`config.mk`:
```
export PLATFORM = sky130hd
export DESIGN_NAME = clock_controller_flat
export DESIGN_NICKNAME = d
export VERILOG_FILES = /design/src/rtl/clock_controller_if.sv /design/src/rtl/clock_controller.sv /design/src/flat_wrapper.sv
export SDC_FILE = /design/constraint.sdc
export NUM_CORES = 1
export LEC_CHECK = 0
export ABC_AREA = 1
export CAP_MARGIN = 15
export CORE_ASPECT_RATIO = 0.8
export CORE_MARGIN = 2
export CORE_UTILIZATION = 60
export DETAILED_ROUTE_END_ITERATION = 10
export GPL_TIMING_DRIVEN = 1
export PLACE_DENSITY = 0.81
export SYNTH_ARGS = -nofsm -noshare
export SYNTH_HDL_FRONTEND = slang
export SYNTH_SLANG_ARGS = --single-unit
```
`constraint.sdc`:
```
create_clock -name clk -period 3.5 [get_ports clk]
set_input_delay 0.35 -clock clk [delete_from_list [all_inputs] [get_ports clk]]
set_output_delay 0.35 -clock clk [all_outputs]
set_load 0.02 [all_outputs]
```
`src/rtl/clock_controller_if.sv`:
```
// Key pulses into, and time/display state out of, the clock controller.
interface clock_controller_if;
    logic       keySet;
    logic       keyInc;
    logic       keyMode;
    logic [4:0] hour;
    logic [5:0] min;
    logic [5:0] sec;
    logic       minOrSec;
    logic [3:0] blinkMask;
    logic       secTick;
    logic       setting;

    modport master (output keySet, keyInc, keyMode,
                    input  hour, min, sec, minOrSec, blinkMask, secTick, setting);
    modport slave  (input  keySet, keyInc, keyMode,
                    output hour, min, sec, minOrSec, blinkMask, secTick, setting);
endinterface

```
`src/rtl/clock_controller.sv`:
```
// Timekeeping, set-time FSM and blink mask generation for the 7-segment clock.
module clock_controller #(
    parameter int TICK_DIV  = 50000000,
    parameter int BLINK_DIV = 12500000
) (
    input  logic               clk,
    input  logic               rstN,
    clock_controller_if.slave  bus
);
    localparam logic [25:0] TICK_LAST  = 26'(TICK_DIV - 1);
    localparam logic [25:0] BLINK_LAST = 26'(BLINK_DIV - 1);

    typedef enum logic [1:0] {RUN, SET_HOUR, SET_MIN} state_t;

    state_t      state_q, state_d;
    logic [25:0] presc_q, presc_d;
    logic [25:0] blink_cnt_q, blink_cnt_d;
    logic        blink_phase_q, blink_phase_d;
    logic [4:0]  hour_q, hour_d;
    logic [5:0]  min_q, min_d;
    logic [5:0]  sec_q, sec_d;
    logic        min_or_sec_q, min_or_sec_d;
    logic        sec_tick_q, sec_tick_d;
    logic        setting_q, setting_d;
    logic [3:0]  blink_mask_q, blink_mask_d;

    always_comb begin
        state_d       = state_q;
        presc_d       = presc_q;
        hour_d        = hour_q;
        min_d         = min_q;
        sec_d         = sec_q;
        min_or_sec_d  = min_or_sec_q;
        sec_tick_d    = 1'b0;
        blink_cnt_d   = blink_cnt_q;
        blink_phase_d = blink_phase_q;
        setting_d     = 1'b0;
        blink_mask_d  = 4'b0000;

        // keySet always wins; the other keys are only looked at when it is low
        case (state_q)
            RUN: begin
                if (bus.keySet) begin
                    state_d      = SET_HOUR;
                    presc_d      = '0;
                    min_or_sec_d = 1'b0;
                end else begin
                    if (bus.keyMode)
                        min_or_sec_d = ~min_or_sec_q;
                    if (presc_q == TICK_LAST) begin
                        presc_d    = '0;
                        sec_tick_d = 1'b1;
                        if (sec_q == 6'd59) begin
                            sec_d = '0;
                            if (min_q == 6'd59) begin
                                min_d  = '0;
                                hour_d = (hour_q == 5'd23) ? 5'd0 : hour_q + 5'd1;
                            end else begin
                                min_d = min_q + 6'd1;
                            end
                        end else begin
                            sec_d = sec_q + 6'd1;
                        end
                    end else begin
                        presc_d = presc_q + 26'd1;
                    end
                end
            end
            SET_HOUR: begin
                presc_d      = '0;
                min_or_sec_d = 1'b0;
                if (bus.keySet)
                    state_d = SET_MIN;
                else if (bus.keyInc)
                    hour_d = (hour_q == 5'd23) ? 5'd0 : hour_q + 5'd1;
            end
            SET_MIN: begin
                presc_d      = '0;
                min_or_sec_d = 1'b0;
                if (bus.keySet) begin
                    state_d = RUN;
                    sec_d   = '0;
                end else if (bus.keyInc) begin
                    min_d = (min_q == 6'd59) ? 6'd0 : min_q + 6'd1;
                end
            end
            default: state_d = RUN;
        endcase

        // Restarting the blink counter with the phase makes each new state
        // begin with a full unblanked half-period.
        if (state_d != state_q) begin
            blink_cnt_d   = '0;
            blink_phase_d = 1'b0;
        end else if (blink_cnt_q == BLINK_LAST) begin
            blink_cnt_d   = '0;
            blink_phase_d = ~blink_phase_q;
        end else begin
            blink_cnt_d = blink_cnt_q + 26'd1;
        end

        setting_d = (state_d != RUN);
        if (blink_phase_d) begin
            if (state_d == SET_HOUR)
                blink_mask_d = 4'b1100;
            else if (state_d == SET_MIN)
                blink_mask_d = 4'b0011;
        end
    end

    always_ff @(posedge clk) begin
        if (!rstN) begin
            state_q       <= RUN;
            presc_q       <= '0;
            blink_cnt_q   <= '0;
            blink_phase_q <= 1'b0;
            hour_q        <= '0;
            min_q         <= '0;
            sec_q         <= '0;
            min_or_sec_q  <= 1'b0;
            sec_tick_q    <= 1'b0;
            setting_q     <= 1'b0;
            blink_mask_q  <= '0;
        end else begin
            state_q       <= state_d;
            presc_q       <= presc_d;
            blink_cnt_q   <= blink_cnt_d;
            blink_phase_q <= blink_phase_d;
            hour_q        <= hour_d;
            min_q         <= min_d;
            sec_q         <= sec_d;
            min_or_sec_q  <= min_or_sec_d;
            sec_tick_q    <= sec_tick_d;
            setting_q     <= setting_d;
            blink_mask_q  <= blink_mask_d;
        end
    end

    assign bus.hour      = hour_q;
    assign bus.min       = min_q;
    assign bus.sec       = sec_q;
    assign bus.minOrSec  = min_or_sec_q;
    assign bus.blinkMask = blink_mask_q;
    assign bus.secTick   = sec_tick_q;
    assign bus.setting   = setting_q;
endmodule

```
`src/flat_wrapper.sv`:
```
// flat-port wrapper written by rule: the top's interface ports become plain ports
module clock_controller_flat 
#(
    parameter int TICK_DIV  = 50000000,
    parameter int BLINK_DIV = 12500000
)
  (clk, rstN, bus_keySet, bus_keyInc, bus_keyMode, bus_hour, bus_min, bus_sec, bus_minOrSec, bus_blinkMask, bus_secTick, bus_setting);
  clock_controller_if bus_i ();
  input  logic clk;
  input  logic rstN;
  input wire logic [$bits(bus_i.keySet)-1:0] bus_keySet;
  input wire logic [$bits(bus_i.keyInc)-1:0] bus_keyInc;
  input wire logic [$bits(bus_i.keyMode)-1:0] bus_keyMode;
  output wire logic [$bits(bus_i.hour)-1:0] bus_hour;
  output wire logic [$bits(bus_i.min)-1:0] bus_min;
  output wire logic [$bits(bus_i.sec)-1:0] bus_sec;
  output wire logic [$bits(bus_i.minOrSec)-1:0] bus_minOrSec;
  output wire logic [$bits(bus_i.blinkMask)-1:0] bus_blinkMask;
  output wire logic [$bits(bus_i.secTick)-1:0] bus_secTick;
  output wire logic [$bits(bus_i.setting)-1:0] bus_setting;
  assign bus_i.keySet = bus_keySet;
  assign bus_i.keyInc = bus_keyInc;
  assign bus_i.keyMode = bus_keyMode;
  assign bus_hour = bus_i.hour;
  assign bus_min = bus_i.min;
  assign bus_sec = bus_i.sec;
  assign bus_minOrSec = bus_i.minOrSec;
  assign bus_blinkMask = bus_i.blinkMask;
  assign bus_secTick = bus_i.secTick;
  assign bus_setting = bus_i.setting;
  clock_controller #(.TICK_DIV(TICK_DIV), .BLINK_DIV(BLINK_DIV)) u_core (.clk(clk), .rstN(rstN), .bus(bus_i));
endmodule
```
-- Word level (Yosys, flattened, before mapping)
Cells that the tools add are included.
W data, S select, Z words.
- bits in registers: 79
- input bits: 5
- output and inout port bits: 24
- logic and storage cells: 91
- add/sub/neg operators: 5
- equality and inequality tests: 20
- multiplexer cells: 35
- bitwise gates (word level): 5
- reduce and logical (&&, ||, !) cells: 14
- operators with widths (kind ; count):
    $mux W6 ; 10
    $add A26 B1 Y26 const B ; 2
    $mux W26 ; 2
    $pmux W26 S2 ; 1
    $mux W5 ; 7
    $eq A26 B24 Y1 const B ; 1
    $eq A26 B26 Y1 const B ; 1
    $pmux W6 S2 ; 2
    $add A6 B1 Y6 const B ; 2
    $eq A6 B6 Y1 const B ; 2
    $ne A2 B2 Y1 const B ; 6
    $pmux W5 S2 ; 1
    $reduce_or A3 Y1 ; 3
    $mux W2 ; 4
    $reduce_bool A2 Y1 ; 4
    $reduce_and A7 Y1 ; 1
    $ne A2 B1 Y1 const B ; 3
    $pmux W2 S3 ; 1
    $reduce_and A6 Y1 ; 1
    $add A5 B1 Y5 const B ; 1
    $eq A5 B5 Y1 const B ; 1
    $mux W1 ; 5
    $not A1 Y1 ; 5
    $eq A2 B1 Y1 const B ; 2
    9 further kinds ; 11

-- Depth between registers and ports, before layout
- depth in word-level cells: 7
- depth in mapped cells: 11
- depth with buffers taken out: 11

-- Worst setup path before layout
OpenSTA, ideal clock, no wires.
- path type: flip-flop to flip-flop
- start point: register u_core.min_q[0], in the netlist u_core.bus.min[0]
- end point: register u_core.hour_q[1], in the netlist u_core.bus.hour[1]
- setup time: 0.132 ns
- arrival: 1.588 ns
- data required time: 3.368 ns
- setup slack: 1.779 ns
- stages on the path, launching flop included: 9
- path buffers: 0
- period minus slack after synthesis: 1.721 ns
- cell sequence: dfxtp_1 -> ha_1 -> inv_1 -> nor3_1 -> nor2_1 -> nor2_2 -> nand2_1 -> nand2_1 -> a21oi_1
- cells in the longest elaborated chain, start to end: 3
- ends and longest elaborated chain (element ; RTL line ; RTL):
    from (decl) ; clock_controller.sv:20 ; logic [5:0] min_q, min_d;
    from (signal assigned) ; clock_controller.sv:130 ; min_q <= min_d;
    $eq A6 B6 Y1 ; clock_controller.sv:55 ; if (min_q == 6'd59) begin
    $ne A2 B1 Y1 (no line) ; -- ;
    $reduce_and A7 Y1 (no line) ; -- ;
    to (signal assigned) ; clock_controller.sv:129 ; hour_q <= hour_d;
    to (decl) ; clock_controller.sv:19 ; logic [4:0] hour_q, hour_d;
No other way between the ends.
A chain may end at the register's enable or synchronous reset.

-- Final worst setup path
- start point: register u_core.state_q[1]
- end point: register u_core.presc_q[15]
- cells in the longest elaborated chain, start to end: 3
- elaborated cells on any way between the ends: 6
- classes of those cells: eq/ne: 2; mux: 1; reduce/logical: 3
- ends and longest elaborated chain (element ; RTL line ; RTL):
    from (decl) ; clock_controller.sv:15 ; state_t state_q, state_d;
    from (signal assigned) ; clock_controller.sv:125 ; state_q <= state_d;
    $eq A2 B1 Y1 / $eq A2 B2 Y1 (equally long branches) ; clock_controller.sv:41 ; case (state_q)
    $reduce_or A2 Y1 (no line) ; -- ;
    $pmux W26 S2 / $reduce_bool A2 Y1 (equally long branches) ; -- ;
    to (signal assigned) ; clock_controller.sv:126 ; presc_q <= presc_d;
    to (decl) ; clock_controller.sv:16 ; logic [25:0] presc_q, presc_d;
Several ways; a longest one is shown, not always the timed one.

==> impl_results.md <==
- Vias per Instance: between 5 and 6
- Drt wl/cell: 12.5 µm
- CP Launch Type: flip-flop
- Commonest cells post-synth: nand2_1, nor2_1, dfxtp_1
- Routed vias: roughly 3,900
- Final GP Congestion: about 0.94
- Clk slew on worst S/H paths: 0.08 ns
- CTS Buf Count: 9
- RR Startpoint: u_core.state_q[1]$_SDFF_PN0_
- First drt pass iteration count: 5
- Die outline width: slightly below 100 µm
- TritonCTS clock tree: done
- Yosys cell types: 37
- Max_slew headroom: 50.8%
- Worst hold path class: reg -> reg
- Die area: between 0.007 and 0.008 mm²
- Post-synth ARST share: 0%
- Post-route cell area: 0.00460 mm²
- Post_cts resized: 0
- Chip height: approximately 78 µm
- Post-route ant nets: 0
- Core Area: 0.00651 mm²
- Final cell count without fillers: 710
- Initial Utilization: between 60% and 70%
- Flop2flop setup slack: ~1.3 ns
- Reg-to-reg endpoint: u_core.presc_q[15]$_SDFFE_PN0P_
- WHS Endpoint: u_core.blink_cnt_q[25]$_SDFF_PP0_
- Sequential fraction of the synthesis area: a little under two fifths
- Area leader, netlist: dfxtp_1
- WL final: a little under 9 mm
- Clock latency on the worst-skew pair: about 0.36 ns
- Cell Rows: 26
- Diodes inserted: 0
- Worst Path Buf+Inv: 1
- Slowest stage delay, CP: ~0.47 ns
- Worst r2r path cells: 5
- PortBufs: 28
- Largest net degree at the start of global routing: 27
- # Post-CTS Setup Buffers: 0
- Post-Syn Area: 0.00412 mm²
- Hold buffer count at CTS: 0
- First-pass GRT wire length: ~15 mm
- Largest family of logic cells by synthesized area: simple AND/OR/NAND/NOR gates
- Minimum clock period: approximately 2.2 ns
- Number of fill cells in the layout: around 570
- Synthesis Warnings: 0
- Complex-gate fraction of the synthesized area: under 10%
- Post-synthesis simple-gate area fraction: about two fifths
- XOR/XNOR Fraction of Synth Area: 6.80%
- Status: complete, no violations
- Power Dens Cells: 389 mW/mm²
- Area fraction of the dominant cell type after synthesis: between 30% and 40%
- Worst-path fanout max: 21
- GRT overflow: 0
- Clk sink count: 77
- Final period utilization: about 62%
- IO Count: 29
- Critical-path top delay cell: ha_1
- Syn Nets: approximately 610
- Final setup viols: 0
- Crit-path most repeated cell: nand2_1
- Share of post-route cells with drive strength above 1: 7.67%
- Fin. Hold Viols: 0
- PnR Total Power: approximately 1.8 mW
- Critical path cell sequence: ha_1, inv_1, nand2_1, nand2_1, nor3b_1
- EDFF count, synth: 0
- Setup TNS: 0 ns
- Area delta synth->final: 11.6%
- Starting DRT DRC Count: 232
- Root buf cell: clkbuf_8
- Clk buf depth: 2
- Worst vdd ir: slightly below 300 µV
- Area contributors post-synth: dfxtp_1, nand2_1, nor2_1
- Syn Inst Count: between 500 and 600
- Most frequent cell after synthesis: nand2_1
- Initial antenna violation count: 0
- Worst-Margin Slew: ~0.74 ns
- Clock skew: 0.00608 ns
- Syn_area_per_cell: 6.95 µm²
- DPL Wire Length: 6.48 mm
- Max Fclk: 458 MHz
- Total global-route track usage: about a quarter
- CP top delay family: simple AND/OR/NAND/NOR gates
- Synthesis-stage register bit count: 77
- Via count of the first global-routing pass: 3,415
- RSZ-0062 raised after global routing: false
- Hold Path Stages: 2
- H-tree lvl count: 3
- Worst Setup End Kind: flip-flop
- Mux cell area share after synthesis: 0%
- Worst Path Required: around 3.8 ns
- Post-DP Area: between 0.004 and 0.005 mm²
- Slew Limit Fails: 0
- Placed cell count: between 600 and 700
- Max-Cap Viols: 0
- Final #Nets: about 640
- Primary FF master, synth: dfxtp_1
- Post-Synth Adder-Cell Area: under 10%
- Hold Path Origin: u_core.blink_cnt_q[25]$_SDFF_PP0_
- Residual DRC: 0
- LEAKAGE: 1.65 nW
- Worst EP arrival: 2.45 ns
- Critical path class: reg -> reg
==> worst reg2reg max path, delay by kind of cell, from the launching register on <==
family | cells | cell delay, ns
adder cells (fa/ha/maj) | 1 | 0.47
buffers and inverters | 1 | 0.26
flip-flops | 1 | 0.40
AND/OR/NAND/NOR | 3 | 0.97
==> layout make-up <==
type	instances	area (µm²)	area share, %
well taps	84	105	2.29
clock buffers	10	128	2.78
repair buffers	29	288	6.26
clock inverters	6	40.0	0.871
multi-input cells	441	2260	49.1
flip-flops and latches	77	1540	33.5
inverters	63	236	5.14
==> per-layer routing <==
metal / GRT usage [%] / wire, µm / up-vias
li1: - / - / 1964
met1: 32.3 / 4260 / 1785
met2: 38.6 / 4030 / 116
met3: 6.06 / 537 / 7
met4: 7.18 / 69 / 0
met5: 0 / 0 / -
==> power breakdown <==
group / switching, mW / internal, mW
Clock: 0.338 / 0.254
Combinational: 0.167 / 0.0967
Sequential: 0.0308 / 0.902
Total: 0.536 / 1.25
==> cells in the final DEF, fill, tap and decap left out, drive strengths merged, types with 4 or more instances in the layout <==
master and instances:
xnor2 8, dfxtp 77, inv 63, nand4 17
nor3b 5, clkinvlp 4, or2 11, clkbuf 10
nor3 20, o21ai 5, ha 9, xor2 24
nand2 122, clkdlybuf4s50 28, a21oi 42, nor2 115
nand3 50, nand3b 6
==> how the worst max path moves through the flow <==
| stage | start | to | slack [ns] | cells past startpoint |
|---|---|---|---|---|
| final | u_core.state_q[1]$_SDFF_PN0_ | u_core.presc_q[15]$_SDFFE_PN0P_ | 1.32 | 5 |
| after global routing | u_core.state_q[1]$_SDFF_PN0_ | u_core.presc_q[2]$_SDFFE_PN0P_ | 1.02 | 5 |
| after detailed placement | bus_keySet | u_core.blink_cnt_q[13]$_SDFF_PP0_ | 1.27 | 9 |
| after floorplan | u_core.bus.min[0]$_SDFFE_PN0P_ | u_core.bus.hour[1]$_SDFFE_PN0P_ | 1.78 | 8 |
| after global placement | bus_keySet | u_core.bus.min[3]$_SDFFE_PN0P_ | 1.34 | 7 |
| after CTS | u_core.state_q[1]$_SDFF_PN0_ | u_core.presc_q[15]$_SDFFE_PN0P_ | 1.33 | 5 |
==> cell families (layout without fill, tap and decap cells) <==
logic type / Yosys count / count (layout)
flip-flops: 77 / 77
AND/OR/NAND/NOR: 347 / 347
buffers and inverters: 75 / 108
AO/OA/AOI/OAI: 53 / 53
XOR/XNOR: 32 / 32
adder cells (fa/ha/maj): 9 / 9
==> registers in the layout (all words and copies together), names as in the netlist <==
signal / count
u_core.bus.min: 6
u_core.blink_phase_q: 1
u_core.bus.blinkMask: 2
u_core.blink_cnt_q: 26
u_core.bus.hour: 5
u_core.bus.minOrSec: 1
u_core.bus.secTick: 1
u_core.state_q: 2
u_core.bus.sec: 6
u_core.bus.setting: 1
u_core.presc_q: 26
==> metrics by stage <==
stage               hold slack, ns  utilization (%)  setup WS [ns]
floorplan                    0.440                -           1.78
global placement             0.451             68.1           1.34
detailed placement           0.465             68.1           1.27
CTS                          0.477             70.7           1.33
global route                 0.501             70.7           1.02
finish                       0.474             70.7           1.32
(Power assumes the default switching activity.)
